===== src/rtl/mac_seq_ctrl.sv =====
`timescale 1ns / 1ps
`default_nettype none
// ============================================================================
// Module   : mac_seq_ctrl
// Brief    : Burst sequencer feeding the shared 8x8 multiplier and summing
//            its products into a wide accumulator with a sticky carry flag.
// Revision : 1.0 - initial release
// ============================================================================
module mac_seq_ctrl #(
  parameter int ACC_W = 20,
  parameter int CNT_W = 4
) (
  input  logic             clk,
  input  logic             rst,
  input  logic             start,
  input  logic [CNT_W-1:0] len,
  input  logic             in_valid,
  output logic             in_ready,
  input  logic [7:0]       in_a,
  input  logic [7:0]       in_b,
  output logic [7:0]       mul_a,
  output logic [7:0]       mul_b,
  input  logic [15:0]      mul_p,
  output logic             busy,
  output logic             done,
  output logic [ACC_W-1:0] acc,
  output logic             ovf
);

  localparam int c_sum_w = ACC_W + 1;

  typedef enum logic [1:0] {
    S_IDLE  = 2'd0,
    S_RUN   = 2'd1,
    S_DRAIN = 2'd2,
    S_DONE  = 2'd3
  } state_t;

  state_t             r_state;
  logic [CNT_W-1:0]   r_remaining;
  logic               r_op_v;
  logic [7:0]         r_mul_a;
  logic [7:0]         r_mul_b;
  logic [ACC_W-1:0]   r_acc;
  logic               r_ovf;

  logic               w_handshake;
  logic [c_sum_w-1:0] w_sum;

  // Outputs decode directly from flops, so in_ready never depends on in_valid.
  assign in_ready    = (r_state == S_RUN) && (r_remaining != '0);
  assign busy        = (r_state != S_IDLE);
  assign done        = (r_state == S_DONE);
  assign mul_a       = r_mul_a;
  assign mul_b       = r_mul_b;
  assign acc         = r_acc;
  assign ovf         = r_ovf;

  assign w_handshake = in_valid & in_ready;
  assign w_sum       = {1'b0, r_acc} + c_sum_w'(mul_p);

  always_ff @(posedge clk or posedge rst) begin
    if (rst) begin
      r_state     <= S_IDLE;
      r_remaining <= '0;
      r_op_v      <= 1'b0;
      r_mul_a     <= '0;
      r_mul_b     <= '0;
      r_acc       <= '0;
      r_ovf       <= 1'b0;
    end else begin
      case (r_state)
        S_IDLE: begin
          if (start) begin
            r_acc       <= '0;
            r_ovf       <= 1'b0;
            r_op_v      <= 1'b0;
            r_remaining <= len;
            r_state     <= (len != '0) ? S_RUN : S_DONE;
          end
        end

        S_RUN: begin
          // Product of the pair captured last cycle is on mul_p now.
          if (r_op_v) begin
            r_acc <= w_sum[ACC_W-1:0];
            r_ovf <= r_ovf | w_sum[ACC_W];
          end
          if (w_handshake) begin
            r_mul_a     <= in_a;
            r_mul_b     <= in_b;
            r_op_v      <= 1'b1;
            r_remaining <= r_remaining - CNT_W'(1);
            if (r_remaining == CNT_W'(1)) begin
              r_state <= S_DRAIN;
            end
          end else begin
            r_op_v <= 1'b0;
          end
        end

        S_DRAIN: begin
          if (r_op_v) begin
            r_acc <= w_sum[ACC_W-1:0];
            r_ovf <= r_ovf | w_sum[ACC_W];
          end
          r_op_v  <= 1'b0;
          r_state <= S_DONE;
        end

        S_DONE: begin
          r_state <= S_IDLE;
        end

        default: begin
          r_state <= S_IDLE;
        end
      endcase
    end
  end

endmodule
`default_nettype wire


===== config.mk =====
export PLATFORM = sky130hd
export DESIGN_NAME = mac_seq_ctrl
export DESIGN_NICKNAME = d
export VERILOG_FILES = /design/src/rtl/mac_seq_ctrl.sv
export SDC_FILE = /design/constraint.sdc
export NUM_CORES = 1
export LEC_CHECK = 0
export BUFFER_PORTS_ARGS = -buffer_cell sky130_fd_sc_hd__clkbuf_2
export CORE_MARGIN = 1.5
export CORE_UTILIZATION = 54
export CTS_BUF_LIST = sky130_fd_sc_hd__clkbuf_4
export DETAILED_ROUTE_END_ITERATION = 7
export PLACE_DENSITY = 0.82
export REMOVE_ABC_BUFFERS = 1
export SLEW_MARGIN = 20
export SYNTH_ARGS = -nofsm -noshare
export SYNTH_HDL_FRONTEND = slang
export SYNTH_SLANG_ARGS = --single-unit

===== constraint.sdc =====
create_clock -name clk -period 2.87 [get_ports clk]
set_input_delay 0 -clock clk [delete_from_list [all_inputs] [get_ports clk]]
set_output_delay 0 -clock clk [all_outputs]
set_load 0.02 [all_outputs]

==> out/metrics.cfg, run 1 <==
[worst_hold_path]
hp-class=in2reg
min_from=start

[synth]
synthCells=286
avgSynthCellArea_sq_um=10.1
ys_ff_latch=44
synth_edf_count=0
synth_cell_types=58
ys.warnings.count=0
synth_flop_cell=dfrtp_1
synthArstFlopShare_pct=100
ys_seq_area_share_pct=38.2
syn_area_sq_um=2880

[global_routing]
antenna_found_initial=0
track_usage_pct=25.3
grt_first_pass_wirelength_um=11900
grt_overflow=0
grt_max_degree=26
grt_pass1_vias=2582

[detailed_routing]
drt-met1-wl_um=2890
drt_first_pass_iters=4
postRouteAntennaNets=0
route.vias.total=2574
routed_wl_um=6880
vias_per_cell=5.64
met3WireLength_um=493
remaining_drc_errors=0
dr.max_layer_used=met4
wl_per_cell_um=15.1
wl_met2_um=3400
drt_iter0_markers=150

[cells_and_area]
layout-drive-gt1-share_pct=32.9
synthToLayoutAreaGrowth_pct=24.6
fin_nets=449
diodes=0
layout_common_cells=79 x clkbuf_2, 44 x dfrtp_1, 23 x ha_1
final_common_cell=clkbuf_2

[die]
core_sq_um=5140
chipHeight_um=76.1
die_area_sq_um=5790
start_util_pct=56.1
die_x_um=76.1
io_pins=80
num_rows=26

[cts]
cts_root_buffer=clkbuf_4
post_cts_resized=0
post-cts-setup-buffers=0
cts_tree=done
h-tree-depth=2
cts_made_buffers=5
cts_buffer_depth=2
hold_buffers=22
clock_latency_ns=0.36
clock_sinks=44
clkTransAtPathRegs_ns=0.13

[timing]
final-hold-violation-count=0
slew_viol_final=0
period_share_pct=84.8
tightest_slew_ns=0.679
setup_viol=0
slew_headroom_pct=54.4
fin_crit_ns=2.43
rsz0062_at_grt=no
fin_skew_ns=0.00560
hold_ws_ns=0.0651
tns_ns=0
max_freq_mhz=411

[pwr]
p_int_mw=1.78
netSwitchingPower_mw=1.59
power.leakage_nw=1.80
p_per_area_nw_per_um2=937
peakVddDrop_uv=679
switching_share_pct=47.3
p_seq_share_pct=30.6
p_clk_share_pct=8.9
total_power_mw=3.37
combPwrFrac_pct=60.5

[place]
dpl.hpwl_um=4750
place.gp.congestion=0.891
port_buffers=79

[worst_setup_path]
crit_required_ns=3.14
critPathKind=reg2reg
rr_startpoint=acc[0]$_DFFE_PP0P_
endpoint_kind=flip-flop
startpoint=acc[0]$_DFFE_PP0P_
arrival_ns=2.70
crit_fanout=5
crit_path_start_kind=flip-flop

[flow_run]
cap_violations=0

[run_status]
status=complete, no violations

==> cell families after synthesis <==
logic type / count (synthesis) / synth area share, %
compound gates: 83 / 21.8
xor+xnor: 12 / 3.64
fa+ha+maj: 24 / 10.7
buf+inv: 25 / 3.99
flops: 44 / 38.2
mux: 23 / 8.72
simple gates: 75 / 13.0
==> power by group through the flow <==
| stage | clock [mW] | sequential, mW | combinational, mW |
|---|---|---|---|
| 6_report | 0.299 | 1.03 | 2.04 |
| 5_1_grt | 0.336 | 1.06 | 2.25 |
| 4_1_cts | 0.311 | 1.02 | 2.02 |
| 3_5_place_dp | 0 | 1.03 | 1.99 |
| 3_3_place_gp | 0 | 1.02 | 1.95 |
| 2_1_floorplan | 0 | 1.24 | 1.24 |
==> worst max-delay path, cell delays in order (launching register included) <==
cell	delay, ns
dfrtp_1	0.39
ha_1	0.20
inv_1	0.06
fa_1	0.39
nor2b_1	0.30
o31ai_4	0.11
a21oi_1	0.38
a31oi_1	0.16
xnor2_1	0.14
a22o_1	0.20
==> worst paths after layout <==
kind                                         to  slack (ns)  depth (start not counted)
setup / recovery            acc[10]$_DFFE_PP0P_        0.44                          9
hold / removal              acc[15]$_DFFE_PP0P_        0.07                          3
setup reg to reg            acc[10]$_DFFE_PP0P_        0.44                          9
hold reg to reg              acc[0]$_DFFE_PP0P_        0.52                          2
max in group asynchronous    acc[4]$_DFFE_PP0P_        1.95                          4
min in group asynchronous  mul_a[0]$_DFFE_PP0P_        0.19                          3
==> routing by layer <==
metal	track usage [%]	vias to the layer above
met4	7.78	0
met3	6.59	7
met2	43.2	87
li1	-	1234
met1	31.5	1246
met5	0	-
==> synth_stat cells, types with 2 or more instances <==
master	count	share of area [%]
and3_1	2	0.43
a21oi_1	18	3.1
mux2i_1	6	2.1
nand4_1	3	0.65
nand2b_1	3	0.65
a21oi_2	2	0.61
a31oi_1	3	0.65
xnor2_1	9	2.7
nor2_2	2	0.43
nand3_1	12	2.1
mux2_2	17	6.6
a22o_1	8	2.4
ha_1	23	10
and2_1	4	0.87
nor2_1	15	2.0
clkbuf_1	4	0.52
or2_2	2	0.43
a21o_1	5	1.3
a31o_2	3	0.91
and3_2	2	0.52
o21a_1	4	1.0
xor2_1	3	0.91
dfrtp_1	44	38
buf_2	4	0.69
o31ai_1	3	0.78
clkbuf_2	2	0.35
o211ai_1	4	1.0
nand2_1	20	2.6
o21ai_0	17	3.0
nor2b_1	2	0.43
inv_1	13	1.7
==> area by class of cell <==
type                    count  area (sq um)
repair buffers            104           638
flip-flops and latches     44          1100
well taps                  70          87.6
clock buffers               5          37.5
multi-input cells         217          1670
inverters                  13          48.8
clock inverters             3          13.8
fillers                   402          1550
==> flip-flops by register name, indices dropped and copies added, names as in the netlist <==
register     cells
mul_b            8
acc             20
r_state          2
r_op_v           1
mul_a            8
ovf              1
r_remaining      4
==> stage by stage <==
step	instance area, sq um	cells	worst slack [ns]	utilization, %
floorplan	2820	274	0.150	-
global placement	3320	426	0.558	64.7
detailed placement	3320	426	0.464	64.7
CTS	3590	456	0.451	69.9
global route	3590	456	0.288	69.9
finish	3590	456	0.436	69.9
Power figures use the tool's default switching activity.
==> run 2: changes to the inputs <==
Clock period 2.87 ns to 2.3 ns, I/O delays scaled along.
==> out/metrics.cfg, run 2 (synthesized netlist as in run 1, its figures left out) <==
[timing]
fin_crit_ns=2.16
period_share_pct=94.0
setup_viol=0
tightest_slew_ns=0.925
tns_ns=0
final-hold-violation-count=0
slew_viol_final=0
max_freq_mhz=462
fin_skew_ns=0.0148
slew_headroom_pct=37.9

[pwr]
combPwrFrac_pct=59.8
peakVddDrop_uv=805
switching_share_pct=45.8
total_power_mw=4.49
netSwitchingPower_mw=2.06
p_int_mw=2.43
power.leakage_nw=1.86
p_per_area_nw_per_um2=1200
p_seq_share_pct=28.5
p_clk_share_pct=11.6

[detailed_routing]
wl_per_cell_um=14.9
remaining_drc_errors=0
drt_first_pass_iters=4
postRouteAntennaNets=0
vias_per_cell=5.57
drt_iter0_markers=138
route.vias.total=2595
routed_wl_um=6950

[cells_and_area]
final_common_cell=clkbuf_2
synthToLayoutAreaGrowth_pct=29.3
layout-drive-gt1-share_pct=35.9
largest_register_ffs=20
layout_common_cells=79 x clkbuf_2, 44 x dfrtp_1, 22 x dlygate4sd3_1
diodes=0
finalInstanceArea_sq_um=3730
fin_nets=459

[global_routing]
grt_use_met1_pct=29.6
busiest_layer=met2
grt_first_pass_wirelength_um=11700
antenna_found_initial=0
grt_max_degree=28
grt_pass1_vias=2603
grt_use_met3_pct=5.63
track_usage_pct=24.5
gr-usage-met2_pct=44.9
grt_overflow=0

[flow_run]
cap_violations=0

[cts]
cts_root_buffer=clkbuf_4
clock_sinks=44
cts_tree=done
cts_buffer_depth=2
cts_made_buffers=5
h-tree-depth=2
clock_latency_ns=0.37
clkTransAtPathRegs_ns=0.15

[die]
die_x_um=76.1
io_pins=80
chipHeight_um=76.1
die_area_sq_um=5790
start_util_pct=56.1
core_sq_um=5140
num_rows=26

[worst_setup_path]
critPathKind=reg2reg
endpoint_kind=flip-flop
slowest_delay_ns=0.41
crit_fanout=5
critPathTopFamily=compound AO/OA/AOI/OAI gates
crit_required_ns=2.59
path_cells=ha_1, inv_1, fa_1, nor2b_4, o31ai_4, a21oi_1, buf_4, or3_1, a32o_1
slowest_stage=dfrtp_1
arrival_ns=2.45
crit_path_start_kind=flip-flop
path_buf_inv=2

[place]
port_buffers=79
dpl.hpwl_um=4980
place.gp.congestion=0.875
postPlaceCellArea_sq_um=3390

[worst_hold_path]
hp-class=in2reg

[run_status]
status=complete, no violations

-- run 2: path summary, 6_finish.rpt --
check                                startpoint                    to  slack [ns]  depth (start not counted)
min reg2reg                mul_b[6]$_DFFE_PP0P_  mul_b[6]$_DFFE_PP0P_        0.53                          1
min in group asynchronous                   rst  mul_b[3]$_DFFE_PP0P_        0.25                          3
max reg2reg                  acc[0]$_DFFE_PP0P_    acc[8]$_DFFE_PP0P_        0.14                          9
max                          acc[0]$_DFFE_PP0P_    acc[8]$_DFFE_PP0P_        0.14                          9
min                                    mul_p[1]    acc[1]$_DFFE_PP0P_        0.06                          4
max in group asynchronous                   rst   acc[16]$_DFFE_PP0P_        1.32                          4
-- run 2: worst reg2reg max path, stage by stage, from the launching register on --
cell	delay (ns)
dfrtp_1	0.41
ha_1	0.21
inv_1	0.07
fa_1	0.23
nor2b_4	0.07
o31ai_4	0.27
a21oi_1	0.12
buf_4	0.17
or3_1	0.30
a32o_1	0.24
-- run 2: final cells by class --
type | instances | area, sq um
multi-input combinational | 217 | 1690
fill | 395 | 1410
sequential | 44 | 1100
timing repair buffer | 114 | 713
tap | 70 | 87.6
inverter | 13 | 48.8
clock inverter | 3 | 46.3
clock buffer | 5 | 37.5
-- run 2: what timing repair did --
item / CTS / global route
hold buffers: 22 / 0
endpoints found under the hold margin: 47 / 0
setup endpoints to repair: 1 / 4
gates resized for setup: 1 / 5
setup buffers: 0 / 1
-- run 2: power groups by stage --
| stage | Combinational, mW | Sequential, mW | Clock, mW |
|---|---|---|---|
| floorplan | 1.55 | 1.55 | 0 |
| global placement | 2.53 | 1.28 | 0 |
| detailed placement | 2.60 | 1.29 | 0 |
| CTS | 2.64 | 1.28 | 0.532 |
| global route | 2.95 | 1.32 | 0.566 |
| finish | 2.69 | 1.28 | 0.522 |
-- run 2: metal layers --
| metal | vias to the layer above | share of wire (%) |
|---|---|---|
| met5 | - | 0 |
| met4 | 0 | 0.66 |
| met3 | 7 | 5.8 |
| met2 | 71 | 51 |
| met1 | 1254 | 43 |
| li1 | 1263 | - |
-- run 2: metrics by stage --
step | setup slack, ns | utilization [%] | hold slack [ns] | instances
3_5_place_dp | 0.00566 | 66.0 | 0.115 | 435
4_1_cts | 0.0462 | 71.9 | 0.0614 | 465
3_3_place_gp | 0.133 | 66.0 | 0.109 | 435
2_1_floorplan | -0.420 | - | 0.152 | 274
6_report | 0.138 | 72.5 | 0.0635 | 466
5_1_grt | -0.00302 | 72.5 | 0.0854 | 466
==> run 3: changes to the inputs <==
Settings changed: CORE_ASPECT_RATIO set to 0.8.
==> out/metrics.cfg, run 3 (synthesized netlist as in run 1, its figures left out) <==
[cts]
cts_buffer_depth=2
clock_latency_ns=0.36
h-tree-depth=2
clkTransAtPathRegs_ns=0.12
cts_root_buffer=clkbuf_4
post-cts-setup-buffers=0
cts_made_buffers=5
cts_tree=done
clock_sinks=44

[timing]
tightest_slew_ns=0.578
rsz0062_at_grt=yes
fin_skew_ns=0.0197
hold_ws_ns=0.104
fin_crit_ns=2.22
final-hold-violation-count=0
slew_headroom_pct=61.4
setup_viol=0
max_freq_mhz=450
slew_viol_final=0
period_share_pct=96.5

[global_routing]
antenna_found_initial=0
grt_max_degree=29
grt_overflow=0
grt_pass1_vias=2428
track_usage_pct=24.5
grt_first_pass_wirelength_um=11200

[worst_setup_path]
crit_fanout=4
crit_required_ns=2.53
crit_path_start_kind=flip-flop
critPathKind=reg2reg
endpoint_kind=flip-flop
arrival_ns=2.45

[detailed_routing]
drt_iter0_markers=163
routed_wl_um=7020
wl_per_cell_um=15.4
remaining_drc_errors=0
drt_first_pass_iters=4
vias_per_cell=5.55
route.vias.total=2537
postRouteAntennaNets=0

[cells_and_area]
instances_no_fill=457
fin_nets=458
synthToLayoutAreaGrowth_pct=28.6
layout-drive-gt1-share_pct=36.5
final_common_cell=clkbuf_2
layout_common_cells=79 x clkbuf_2, 44 x dfrtp_1, 22 x ha_1, 22 x dlygate4sd3_1, 20 x nand2_1
diodes=0
largest_register_ffs=20

[pwr]
peakVddDrop_uv=817
power.leakage_nw=1.86
p_per_area_nw_per_um2=1200

[place]
port_buffers=79
dp.cells=427
dpl.hpwl_um=5000
place.gp.congestion=0.937

[die]
die_x_um=84.7
chipHeight_um=68.4
num_rows=23
start_util_pct=56.9
core_sq_um=5060
io_pins=80
die_area_sq_um=5790

[run_status]
status=complete, no violations

[flow_run]
cap_violations=0

[worst_hold_path]
hp-class=in2reg

[run 3: per-layer routing]
metal / GRT usage, % / wire (um) / vias to the layer above
met2: 42.7 / 3420 / 74
met3: 4.10 / 331 / 13
li1: - / - / 1262
met1: 31.9 / 3170 / 1188
met4: 7.26 / 100 / 0
met5: 0 / 0 / -
[run 3: critical path, stage by stage, from the launching register on]
cell	delay, ns
dfrtp_1	0.43
ha_1	0.30
a21oi_2	0.24
o2111ai_4	0.19
a21bo_4	0.26
a221oi_4	0.31
mux2i_2	0.30
o31ai_2	0.07
[run 3: final timing paths]
kind                            slack (ns)                    to            startpoint  cells past startpoint
max in group asynchronous             1.40    acc[0]$_DFFE_PP0P_                   rst                      4
worst max-delay path                  0.08   acc[15]$_DFFE_PP0P_    acc[1]$_DFFE_PP0P_                      7
worst min register to register        0.52  mul_a[4]$_DFFE_PP0P_  mul_a[4]$_DFFE_PP0P_                      1
worst min-delay path                  0.10   acc[15]$_DFFE_PP0P_                 start                      3
worst max register to register        0.08   acc[15]$_DFFE_PP0P_    acc[1]$_DFFE_PP0P_                      7
min in group asynchronous             0.22   acc[12]$_DFFE_PP0P_                   rst                      3
[run 3: metrics by stage]
step | worst slack [ns] | TNS (ns) | cell area [sq um] | power (mW) | util, %
2_1_floorplan | -0.420 | -6.33 | 2820 | 3.10 | -
3_3_place_gp | 0.0407 | 0 | 3380 | 3.79 | 66.7
3_5_place_dp | -0.0226 | -0.0355 | 3380 | 3.88 | 66.7
4_1_cts | 0.0609 | 0 | 3680 | 4.42 | 72.8
5_1_grt | -0.0145 | -0.0145 | 3710 | 4.78 | 73.2
6_report | 0.0795 | 0 | 3710 | 4.46 | 73.2
[run 3: report_power, final]
group          internal, mW  leakage (nW)  switching (mW)
registers              1.07         0.552           0.204
clock network         0.240        0.0456           0.254
logic                  1.11          1.26            1.58
[run 3: final cells by class]
cell class	count	area, sq um
fill	364	1360
clock buffer	6	45.0
timing repair buffer	113	706
sequential	44	1100
clock inverter	2	35.0
multi-input combinational	217	1700
tap	62	77.6
inverter	13	48.8
[run 3: repair_timing]
item	CTS	global route
resized for setup	1	6
pin swaps	0	1
endpoints found under the hold margin	48	0
endpoints found under the setup margin	2	8
hold buffers	22	0
